$ cat src/rtl/mem_port_arbiter_if.sv
// Signal bundle for the shared memory port: IF requester, MEM requester and the
// downstream 64-bit bus. The arbiter takes the master view; requesters plus the
// memory slave take the slave view.
interface mem_port_arbiter_if;
  // IF requester
  logic        if_req;
  logic [63:0] if_addr;
  logic        if_ready;
  logic [31:0] if_rdata;
  // MEM requester
  logic        mem_req;
  logic        mem_wen;
  logic [63:0] mem_addr;
  logic [63:0] mem_wdata;
  logic [63:0] mem_wmask;
  logic        mem_ready;
  logic [63:0] mem_rdata;
  // Memory bus
  logic        bus_valid;
  logic        bus_wen;
  logic [63:0] bus_addr;
  logic [63:0] bus_wdata;
  logic [63:0] bus_wmask;
  logic        bus_ready;
  logic [63:0] bus_rdata;

  modport master (
    input  if_req, if_addr,
    input  mem_req, mem_wen, mem_addr, mem_wdata, mem_wmask,
    input  bus_ready, bus_rdata,
    output if_ready, if_rdata,
    output mem_ready, mem_rdata,
    output bus_valid, bus_wen, bus_addr, bus_wdata, bus_wmask
  );

  modport slave (
    output if_req, if_addr,
    output mem_req, mem_wen, mem_addr, mem_wdata, mem_wmask,
    output bus_ready, bus_rdata,
    input  if_ready, if_rdata,
    input  mem_ready, mem_rdata,
    input  bus_valid, bus_wen, bus_addr, bus_wdata, bus_wmask
  );
endinterface

$ cat src/rtl/mem_port_arbiter.sv
// Serialises IF and MEM requests onto one 64-bit memory port. MEM has priority,
// but IF is granted after at most MAX_MEM_RUN consecutive MEM grants while it waits.
// All outputs are registered; ready pulses last exactly one cycle.
module mem_port_arbiter #(
  parameter int unsigned MAX_MEM_RUN = 4
) (
  input logic               clk,
  input logic               rst,
  mem_port_arbiter_if.master port
);

  localparam logic [3:0] MaxRun = 4'(MAX_MEM_RUN);
  localparam logic [63:0] DwordMask = ~64'h7;

  typedef enum logic [2:0] {
    StIdle,
    StBusyIf,
    StBusyMem,
    StDoneIf,
    StDoneMem
  } state_e;

  state_e     state;
  logic [3:0] run_cnt;
  logic       lane;
  logic       grant_mem;
  logic       grant_if;

  // Arbitration decision, only acted on in StIdle
  always_comb begin
    grant_mem = port.mem_req && !(port.if_req && (run_cnt == MaxRun));
    grant_if  = port.if_req && !grant_mem;
  end

  // Transaction FSM with registered bus and requester-side outputs
  always_ff @(posedge clk or posedge rst) begin
    if (rst) begin
      state          <= StIdle;
      run_cnt        <= '0;
      lane           <= 1'b0;
      port.bus_valid <= 1'b0;
      port.bus_wen   <= 1'b0;
      port.bus_addr  <= '0;
      port.bus_wdata <= '0;
      port.bus_wmask <= '0;
      port.if_ready  <= 1'b0;
      port.if_rdata  <= '0;
      port.mem_ready <= 1'b0;
      port.mem_rdata <= '0;
    end else begin
      port.if_ready  <= 1'b0;
      port.mem_ready <= 1'b0;
      case (state)
        StIdle: begin
          if (grant_mem) begin
            port.bus_valid <= 1'b1;
            port.bus_wen   <= port.mem_wen;
            port.bus_addr  <= port.mem_addr & DwordMask;
            port.bus_wdata <= port.mem_wdata;
            port.bus_wmask <= port.mem_wmask;
            // if_req here implies run_cnt < MaxRun, so no overflow past the cap
            run_cnt        <= port.if_req ? run_cnt + 4'd1 : '0;
            state          <= StBusyMem;
          end else if (grant_if) begin
            port.bus_valid <= 1'b1;
            port.bus_wen   <= 1'b0;
            port.bus_addr  <= port.if_addr & DwordMask;
            port.bus_wdata <= '0;
            port.bus_wmask <= '0;
            lane           <= port.if_addr[2];
            run_cnt        <= '0;
            state          <= StBusyIf;
          end else begin
            run_cnt <= '0;
          end
        end
        StBusyIf: begin
          if (port.bus_ready) begin
            port.bus_valid <= 1'b0;
            port.if_ready  <= 1'b1;
            port.if_rdata  <= lane ? port.bus_rdata[63:32] : port.bus_rdata[31:0];
            state          <= StDoneIf;
          end
        end
        StBusyMem: begin
          if (port.bus_ready) begin
            port.bus_valid <= 1'b0;
            port.mem_ready <= 1'b1;
            port.mem_rdata <= port.bus_rdata;
            state          <= StDoneMem;
          end
        end
        StDoneIf, StDoneMem: begin
          state <= StIdle;
        end
        default: begin
          state <= StIdle;
        end
      endcase
    end
  end

endmodule

$ cat src/flat_wrapper.sv
// flat-port wrapper written by rule: the top's interface ports become plain ports
module mem_port_arbiter_flat 
#(
  parameter int unsigned MAX_MEM_RUN = 4
)
  (clk, rst, port_if_req, port_if_addr, port_mem_req, port_mem_wen, port_mem_addr, port_mem_wdata, port_mem_wmask, port_bus_ready, port_bus_rdata, port_if_ready, port_if_rdata, port_mem_ready, port_mem_rdata, port_bus_valid, port_bus_wen, port_bus_addr, port_bus_wdata, port_bus_wmask);
  mem_port_arbiter_if port_i ();
  input logic clk;
  input logic rst;
  input wire logic [$bits(port_i.if_req)-1:0] port_if_req;
  input wire logic [$bits(port_i.if_addr)-1:0] port_if_addr;
  input wire logic [$bits(port_i.mem_req)-1:0] port_mem_req;
  input wire logic [$bits(port_i.mem_wen)-1:0] port_mem_wen;
  input wire logic [$bits(port_i.mem_addr)-1:0] port_mem_addr;
  input wire logic [$bits(port_i.mem_wdata)-1:0] port_mem_wdata;
  input wire logic [$bits(port_i.mem_wmask)-1:0] port_mem_wmask;
  input wire logic [$bits(port_i.bus_ready)-1:0] port_bus_ready;
  input wire logic [$bits(port_i.bus_rdata)-1:0] port_bus_rdata;
  output wire logic [$bits(port_i.if_ready)-1:0] port_if_ready;
  output wire logic [$bits(port_i.if_rdata)-1:0] port_if_rdata;
  output wire logic [$bits(port_i.mem_ready)-1:0] port_mem_ready;
  output wire logic [$bits(port_i.mem_rdata)-1:0] port_mem_rdata;
  output wire logic [$bits(port_i.bus_valid)-1:0] port_bus_valid;
  output wire logic [$bits(port_i.bus_wen)-1:0] port_bus_wen;
  output wire logic [$bits(port_i.bus_addr)-1:0] port_bus_addr;
  output wire logic [$bits(port_i.bus_wdata)-1:0] port_bus_wdata;
  output wire logic [$bits(port_i.bus_wmask)-1:0] port_bus_wmask;
  assign port_i.if_req = port_if_req;
  assign port_i.if_addr = port_if_addr;
  assign port_i.mem_req = port_mem_req;
  assign port_i.mem_wen = port_mem_wen;
  assign port_i.mem_addr = port_mem_addr;
  assign port_i.mem_wdata = port_mem_wdata;
  assign port_i.mem_wmask = port_mem_wmask;
  assign port_i.bus_ready = port_bus_ready;
  assign port_i.bus_rdata = port_bus_rdata;
  assign port_if_ready = port_i.if_ready;
  assign port_if_rdata = port_i.if_rdata;
  assign port_mem_ready = port_i.mem_ready;
  assign port_mem_rdata = port_i.mem_rdata;
  assign port_bus_valid = port_i.bus_valid;
  assign port_bus_wen = port_i.bus_wen;
  assign port_bus_addr = port_i.bus_addr;
  assign port_bus_wdata = port_i.bus_wdata;
  assign port_bus_wmask = port_i.bus_wmask;
  mem_port_arbiter #(.MAX_MEM_RUN(MAX_MEM_RUN)) u_core (.clk(clk), .rst(rst), .port(port_i));
endmodule
$ cat config.mk
export PLATFORM = sky130hd
export DESIGN_NAME = mem_port_arbiter_flat
export DESIGN_NICKNAME = d
export VERILOG_FILES = /design/src/rtl/mem_port_arbiter_if.sv /design/src/rtl/mem_port_arbiter.sv /design/src/flat_wrapper.sv
export SDC_FILE = /design/constraint.sdc
export NUM_CORES = 1
export LEC_CHECK = 0
export ABC_CLOCK_PERIOD_IN_PS = 9700
export BUFFER_PORTS_ARGS = -buffer_cell sky130_fd_sc_hd__buf_2
export CAP_MARGIN = 0
export CORE_AREA = 2 2 241 243
export DETAILED_ROUTE_END_ITERATION = 7
export DIE_AREA = 0 0 243 245
export GPL_TIMING_DRIVEN = 1
export PLACE_DENSITY_LB_ADDON = 0.2
export RECOVER_POWER = 100
export SYNTH_ARGS = -nofsm -noshare
export SYNTH_HDL_FRONTEND = slang
export SYNTH_SLANG_ARGS = --single-unit
$ cat constraint.sdc
create_clock -name clk -period 9.7 [get_ports clk]
set_clock_uncertainty 0.2 [all_clocks]
set_input_delay 0.485 -clock clk [delete_from_list [all_inputs] [get_ports clk]]
set_output_delay 0.485 -clock clk [all_outputs]
set_load 0.02 [all_outputs]
==> results.json, run 1 <==
{
  "clk_path_buf_depth": 3,
  "clock-sinks": 297,
  "fillers": 6029,
  "fmax_mhz": 165.1,
  "power_density_mw_per_mm2": 331.4,
  "start_util_pct": 21.04,
  "r2r_end": "u_core.port.bus_addr[19]",
  "startpoint": "port_mem_req",
  "crit_required_ps": 9900,
  "rr_startpoint": "u_core.state[0]",
  "p_leak_nw": 8.323,
  "end_kind": "flop",
  "grt_pass1_wl_um": 70410,
  "synthCells": 979,
  "rows": 88,
  "avgSynthCellArea_um2": 12.26,
  "min_period_ps": 6055,
  "reg2reg_slack_ps": 5200,
  "power_frac_clock_pct": 21.5,
  "synth_compound_area_share_pct": 19.70,
  "ys_seq_area_share_pct": 61.93,
  "worstHoldPathType": "in -> reg",
  "yosys-mux-area-fraction_pct": 8.852,
  "vdd_drop_max_v": 0.0001415,
  "overflow": 0,
  "ios": 618,
  "ys_ff_latch": 297,
  "antenna_found_initial": 5,
  "fin_ws_ps": 3645,
  "yosysUniqueCellTypes": 35,
  "cts_root_buf": "clkbuf_16",
  "synth-xor-area-share_pct": 0,
  "cp-endpoint": "u_core.port.bus_addr[19]",
  "synth_fa_ha_area_share_pct": 0.2085,
  "switching_share_pct": 42.42,
  "antenna_left": 0,
  "outcome": "finished, violations left",
  "crit_fanout": 66,
  "slew_headroom_pct": -195.7,
  "min_period_over_period_pct": 62.43,
  "violations": "capacitance limit, slew limit",
  "p_comb_share_pct": 44.0,
  "grt_max_degree": 96,
  "cts_tree": "yes",
  "seqCellArea_mm2": 0.007433,
  "intPower_mw": 3.581,
  "cts_resized": 0,
  "multi_input_area_mm2": 0.004086,
  "synth_top_family_by_area": "compound AO/OA/AOI/OAI gates",
  "finalSetupTns_ps": 0,
  "die_area_mm2": 0.05954,
  "vias_per_cell": 4.432,
  "drive_above_1_share_pct": 25.37,
  "cts_made_buffers": 38,
  "post-place-ws_ps": 5654,
  "worstMarginPinSlew_ps": 4411,
  "drt_iter0_drc": 516,
  "yosysWarnings": 0,
  "clk_pin_slew_ps": 60,
  "nets": 2105,
  "clk_latency_ps": 540,
  "startpoint_type": "input pin",
  "switchingPower_mw": 2.638,
  "syn_area_mm2": 0.01200,
  "arrival_ps": 6260,
  "hp-start": "port_if_addr[56]",
  "cap_violations": 5,
  "gp_congestion": 0.8502,
  "grt_pass1_vias": 11950,
  "grt_setup_unrepaired": "no",
  "drc": 0,
  "routed_wl_um": 46110,
  "vias": 11390,
  "cts-htree-levels": 2,
  "dp_hpwl_um": 30210,
  "firstDrtPassIters": 7,
  "ff2ff_path_depth": 5,
  "synthSimpleGateAreaFrac_pct": 4.869,
  "portBuffers": 609,
  "setup_violations": 0,
  "fp.dieH_um": 245,
  "core_mm2": 0.05703,
  "grt_usage_pct": 14.81,
  "path_class": "in -> reg",
  "p_seq_share_pct": 34.5,
  "die_x_um": 243,
  "drv_slew": 357,
  "areaGrowthSynthToFinish_pct": 56.34,
  "wl_per_cell_um": 17.94,
  "finalHoldViolations": 0
}
worst max-delay path, stage by stage:
cell and delay, ps:
buf_2 70, clkbuf_1 2190, nor2_1 300, nor2_4 180, clkbuf_1 2080, a31oi_1 180
dlygate4sd3_1 700
placed cells by master, fill, tap and decap left out, types with 5 or more instances in the layout:
cell type      instances
clkbuf_8               5
clkbuf_1             306
buf_2                320
clkbuf_16             39
mux2_2                65
buf_4                 12
mux2i_1               33
a22o_1               130
dfrtp_1              296
nor2_1                34
clkinv_2               5
o21ai_0               66
a31oi_1               61
nand2_1                8
dlygate4sd3_1        230
a21oi_1               95
nand3_1               62
synth_stat cells:
| library cell | n | area, µm² |
|---|---|---|
| a211oi_1 | 1 | 7.510 |
| a21oi_1 | 95 | 475.5 |
| a22o_1 | 130 | 1139 |
| a31oi_1 | 61 | 381.6 |
| and2_1 | 1 | 6.260 |
| and4b_1 | 1 | 10.01 |
| buf_1 | 7 | 26.28 |
| buf_2 | 24 | 120.1 |
| buf_4 | 4 | 30.03 |
| buf_6 | 12 | 135.1 |
| clkbuf_1 | 52 | 195.2 |
| clkinv_1 | 1 | 3.750 |
| conb_1 | 1 | 3.750 |
| dfrtp_1 | 297 | 7432 |
| ha_1 | 2 | 25.02 |
| inv_1 | 5 | 18.77 |
| mux2_2 | 65 | 732.0 |
| mux2i_1 | 33 | 330.3 |
| nand2_1 | 9 | 33.78 |
| nand3_1 | 62 | 310.3 |
| nand3b_1 | 1 | 7.510 |
| nand4_1 | 1 | 6.260 |
| nand4b_1 | 1 | 8.760 |
| nor2_1 | 35 | 131.4 |
| nor3_1 | 1 | 5.000 |
| nor3_4 | 1 | 16.27 |
| nor4_1 | 1 | 6.260 |
| nor4bb_1 | 3 | 30.03 |
| o211ai_1 | 1 | 7.510 |
| o21ai_0 | 66 | 330.3 |
| o21bai_1 | 1 | 7.510 |
| o22ai_1 | 1 | 6.260 |
| o311ai_0 | 1 | 8.760 |
| or2_2 | 1 | 6.260 |
| or3_1 | 1 | 6.260 |
kinds of logic after synthesis:
kind of cell,count (synthesis)
AO/OA/AOI/OAI,357
flip-flops,297
AND/OR/NAND/NOR,119
buffers and inverters,105
multiplexers,98
adder cells (fa/ha/maj),2
other,1
power groups by stage:
stage	Clock [mW]	Sequential (mW)	Combinational, mW
4_1_cts	1.39	2.12	2.91
3_3_place_gp	0	2.12	2.78
6_report	1.34	2.15	2.73
5_1_grt	1.45	2.22	2.94
2_1_floorplan	0	2.79	1.12
3_5_place_dp	0	2.13	2.79
timing repair:
item / in CTS / in global routing
hold buffers: 229 / 1
hold endpoints to repair: 311 / 1
setup buffers: 0 / 0
through the flow:
stage,hold WS (ps),instances,power [mW],area (µm²),utilization (%)
floorplan,297.0,981,3.912,12010,-
global placement,277.6,2272,4.898,15690,27.50
detailed placement,276.1,2272,4.922,15690,27.50
CTS,0.2554,2565,6.416,19140,33.55
global route,6.393,2570,6.612,18760,32.90
finish,39.59,2570,6.218,18760,32.90
final cells by class:
type	count	area share, %
Clock inverter	7	0.3401
Tap cell	765	5.102
Clock buffer	57	5.829
Multi-Input combinational cell	579	21.78
Antenna cell	4	0.05335
Sequential cell	297	39.62
Timing Repair Buffer	855	27.15
Inverter	6	0.1267
state kept, by name, indices dropped and copies added, names as in the netlist:
name	cells
u_core.run_cnt	4
u_core.port.bus_valid	1
u_core.port.if_ready	1
u_core.port.bus_wdata	64
u_core.port.bus_wmask	64
u_core.port.mem_rdata	64
u_core.port.bus_wen	1
u_core.lane	1
u_core.port.bus_addr	61
u_core.port.mem_ready	1
u_core.state	3
u_core.port.if_rdata	32
metal layers:
layer	global-route usage, %	vias to the layer above	share of wire [%]
li1	-	5228	-
met1	18.05	5644	41
met2	24.88	428	50
met3	3.947	87	6.4
met4	5.918	2	3.3
met5	0	-	0.028
worst min path at each step:
stage	end	slack, ps	cells after the start
6_report	u_core.port.bus_addr[56]	40	3
5_1_grt	u_core.port.bus_addr[9]	6	3
4_1_cts	u_core.port.bus_addr[63]	0.3	3
3_5_place_dp	u_core.port.bus_wmask[0]	280	1
3_3_place_gp	u_core.port.bus_wdata[4]	280	1
2_1_floorplan	u_core.run_cnt[0]	300	2
Power figures use the tool's default switching activity.
==> inputs of run 2 (changes only) <==
--- a/config.mk
+++ b/config.mk
@@ -5,7 +5,7 @@
 export SDC_FILE = /design/constraint.sdc
 export NUM_CORES = 1
 export LEC_CHECK = 0
-export ABC_CLOCK_PERIOD_IN_PS = 9700
+export ABC_CLOCK_PERIOD_IN_PS = 5600
 export BUFFER_PORTS_ARGS = -buffer_cell sky130_fd_sc_hd__buf_2
 export CAP_MARGIN = 0
 export CORE_AREA = 2 2 241 243
==> constraint.sdc (replaced) <==
create_clock -name clk -period 5.6 [get_ports clk]
set_clock_uncertainty 0.2 [all_clocks]
set_input_delay 0.28 -clock clk [delete_from_list [all_inputs] [get_ports clk]]
set_output_delay 0.28 -clock clk [all_outputs]
set_load 0.02 [all_outputs]
==> run 2 against run 1 <==
  * Cell area increased by 5.3%
  * The run still ends with capacitance limit, slew limit left
  * Worst setup slack worse by 1900 ps
  * Critical path depth shrank 2
  * Largest cell class unchanged
  * Via count grew 3.7%
  * Sequential power is 72% higher
  * Die area stayed put
==> results.json, run 2 (synthesis results as in run 1) <==
{
  "outcome": "finished, violations left",
  "violations": "capacitance limit, slew limit",
  "clk_path_buf_depth": 3,
  "drt_iter0_drc": 472,
  "power_density_mw_per_mm2": 569.1,
  "hold_ws_ps": 293.9,
  "reg_top3": "u_core.port.bus_wdata: 64 flops, u_core.port.bus_wmask: 64 flops, u_core.port.mem_rdata: 64 flops",
  "end_kind": "flop",
  "routed.top_layer": "met5",
  "final_util_pct": 34.65,
  "grt_usage_pct": 14.76,
  "vias": 11810,
  "worstMarginPinSlew_ps": 2993,
  "min_period_ps": 3867,
  "die_area_mm2": 0.05954,
  "finalHoldViolations": 0,
  "post-place-ws_ps": 2613,
  "antenna_found_initial": 2,
  "min_period_over_period_pct": 69.05,
  "finalSetupTns_ps": 0,
  "routed-wl-met3_um": 2788,
  "fmax_mhz": 258.6,
  "drive_above_1_share_pct": 24.66,
  "crit_required_ps": 5800,
  "startpoint_type": "flop",
  "cts_tree": "yes",
  "fin_ws_ps": 1733,
  "overflow": 0,
  "cts_root_buf": "clkbuf_16",
  "drc": 0,
  "path_class": "reg -> reg",
  "gp_congestion": 0.8055,
  "crit_fanout": 67,
  "vias_per_cell": 4.443,
  "die_x_um": 243,
  "antenna_cells": 0,
  "core_mm2": 0.05703,
  "rows": 88,
  "cap_violations": 1,
  "grt_max_degree": 157,
  "nets": 2197,
  "dp_hpwl_um": 29270,
  "clk_pin_slew_ps": 60,
  "routed_wl_um": 46570,
  "most-common-layout-cells": "322 x dlygate4sd3_1, 320 x buf_2, 296 x clkbuf_1, 296 x dfrtp_1, 130 x a22o_1",
  "clk_latency_ps": 530,
  "seqCellArea_mm2": 0.007433,
  "firstDrtPassIters": 5,
  "areaGrowthSynthToFinish_pct": 64.69,
  "slew_headroom_pct": -99.54,
  "m1WireLength_um": 19100,
  "layout_commonest_cell": "dlygate4sd3_1",
  "hp-start": "u_core.port.bus_wdata[36]",
  "grt_pass1_wl_um": 70410,
  "startpoint": "u_core.state[1]",
  "drv_slew": 66,
  "vdd_drop_max_v": 0.0002472,
  "clock-sinks": 297,
  "setup_violations": 0,
  "fp.dieH_um": 245,
  "p_leak_nw": 8.735,
  "arrival_ps": 4070,
  "rr_startpoint": "u_core.state[1]",
  "worstHoldPathType": "reg -> reg",
  "grt_pass1_vias": 12040,
  "start_util_pct": 21.04,
  "cts_resized": 0,
  "ios": 618,
  "grt_setup_unrepaired": "no",
  "portBuffers": 609,
  "cts_made_buffers": 38,
  "antenna_left": 0,
  "wl_met2_um": 23250,
  "multi_input_area_mm2": 0.004085,
  "wl_per_cell_um": 17.52,
  "fillers": 5876,
  "cts-htree-levels": 2
}
run 2: changes by cell type in the layout (fill, tap and decap cells not counted), moves of 2 or more:
| cell | previous run | this run |
|---|---|---|
| clkbuf_2 | 0 | 2 |
| clkinv_4 | 0 | 2 |
| buf_12 | 0 | 2 |
| clkbuf_1 | 306 | 296 |
| diode_2 | 4 | 0 |
| dlygate4sd3_1 | 230 | 322 |
| clkbuf_8 | 5 | 8 |
| clkinv_2 | 5 | 8 |
run 2: stage by stage:
| step | cells | total power [mW] | cell area [µm²] |
|---|---|---|---|
| 4_1_cts | 2659 | 11.60 | 20150 |
| 2_1_floorplan | 981 | 6.777 | 12010 |
| 3_5_place_dp | 2272 | 8.530 | 15710 |
| 5_1_grt | 2659 | 11.93 | 19760 |
| 3_3_place_gp | 2272 | 8.486 | 15710 |
| 6_report | 2659 | 11.25 | 19760 |
run 2: final timing paths:
path | end | slack (ps) | cells after the start
min in group asynchronous | u_core.port.bus_addr[60] | 340 | 4
hold / removal | u_core.port.bus_wdata[36] | 290 | 1
setup / recovery | u_core.port.bus_wmask[34] | 1730 | 5
max in group asynchronous | u_core.port.bus_wdata[7] | 3970 | 4
setup reg to reg | u_core.port.bus_wmask[34] | 1730 | 5
hold reg to reg | u_core.port.bus_wdata[36] | 290 | 1
run 2: layer usage:
| metal | track usage [%] | up-vias |
|---|---|---|
| met2 | 25.23 | 446 |
| met5 | 0 | - |
| met3 | 3.553 | 89 |
| met4 | 5.521 | 4 |
| met1 | 18.02 | 5840 |
| li1 | - | 5434 |
run 2: area by class of cell:
type,instances,area share [%]
flip-flops and latches,297,37.61
repair buffers,947,30.59
multi-input cells,579,20.67
clock buffers,52,5.483
well taps,765,4.843
clock inverters,13,0.6774
inverters,6,0.1203
run 2: power by group:
| group | leakage [nW] | switching, mW | internal (mW) | total (mW) |
|---|---|---|---|---|
| sequential | 3.60 | 0.550 | 3.15 | 3.70 |
| combinational | 4.53 | 3.16 | 1.98 | 5.15 |
| clock | 0.608 | 0.959 | 1.44 | 2.40 |
| total | 8.73 | 4.67 | 6.57 | 11.2 |
run 2: worst max-delay path, stage by stage, from the launching register on:
cell      delay, ps
dfrtp_1         490
nor3_1          220
buf_4           640
nand2_1         740
clkbuf_2        890
a22o_1          450
run 2: what timing repair did:
| item | in CTS | in global routing |
|---|---|---|
| hold endpoints to repair | 588 | 0 |
| buffers inserted | 0 | 0 |
| hold buffers | 322 | 0 |
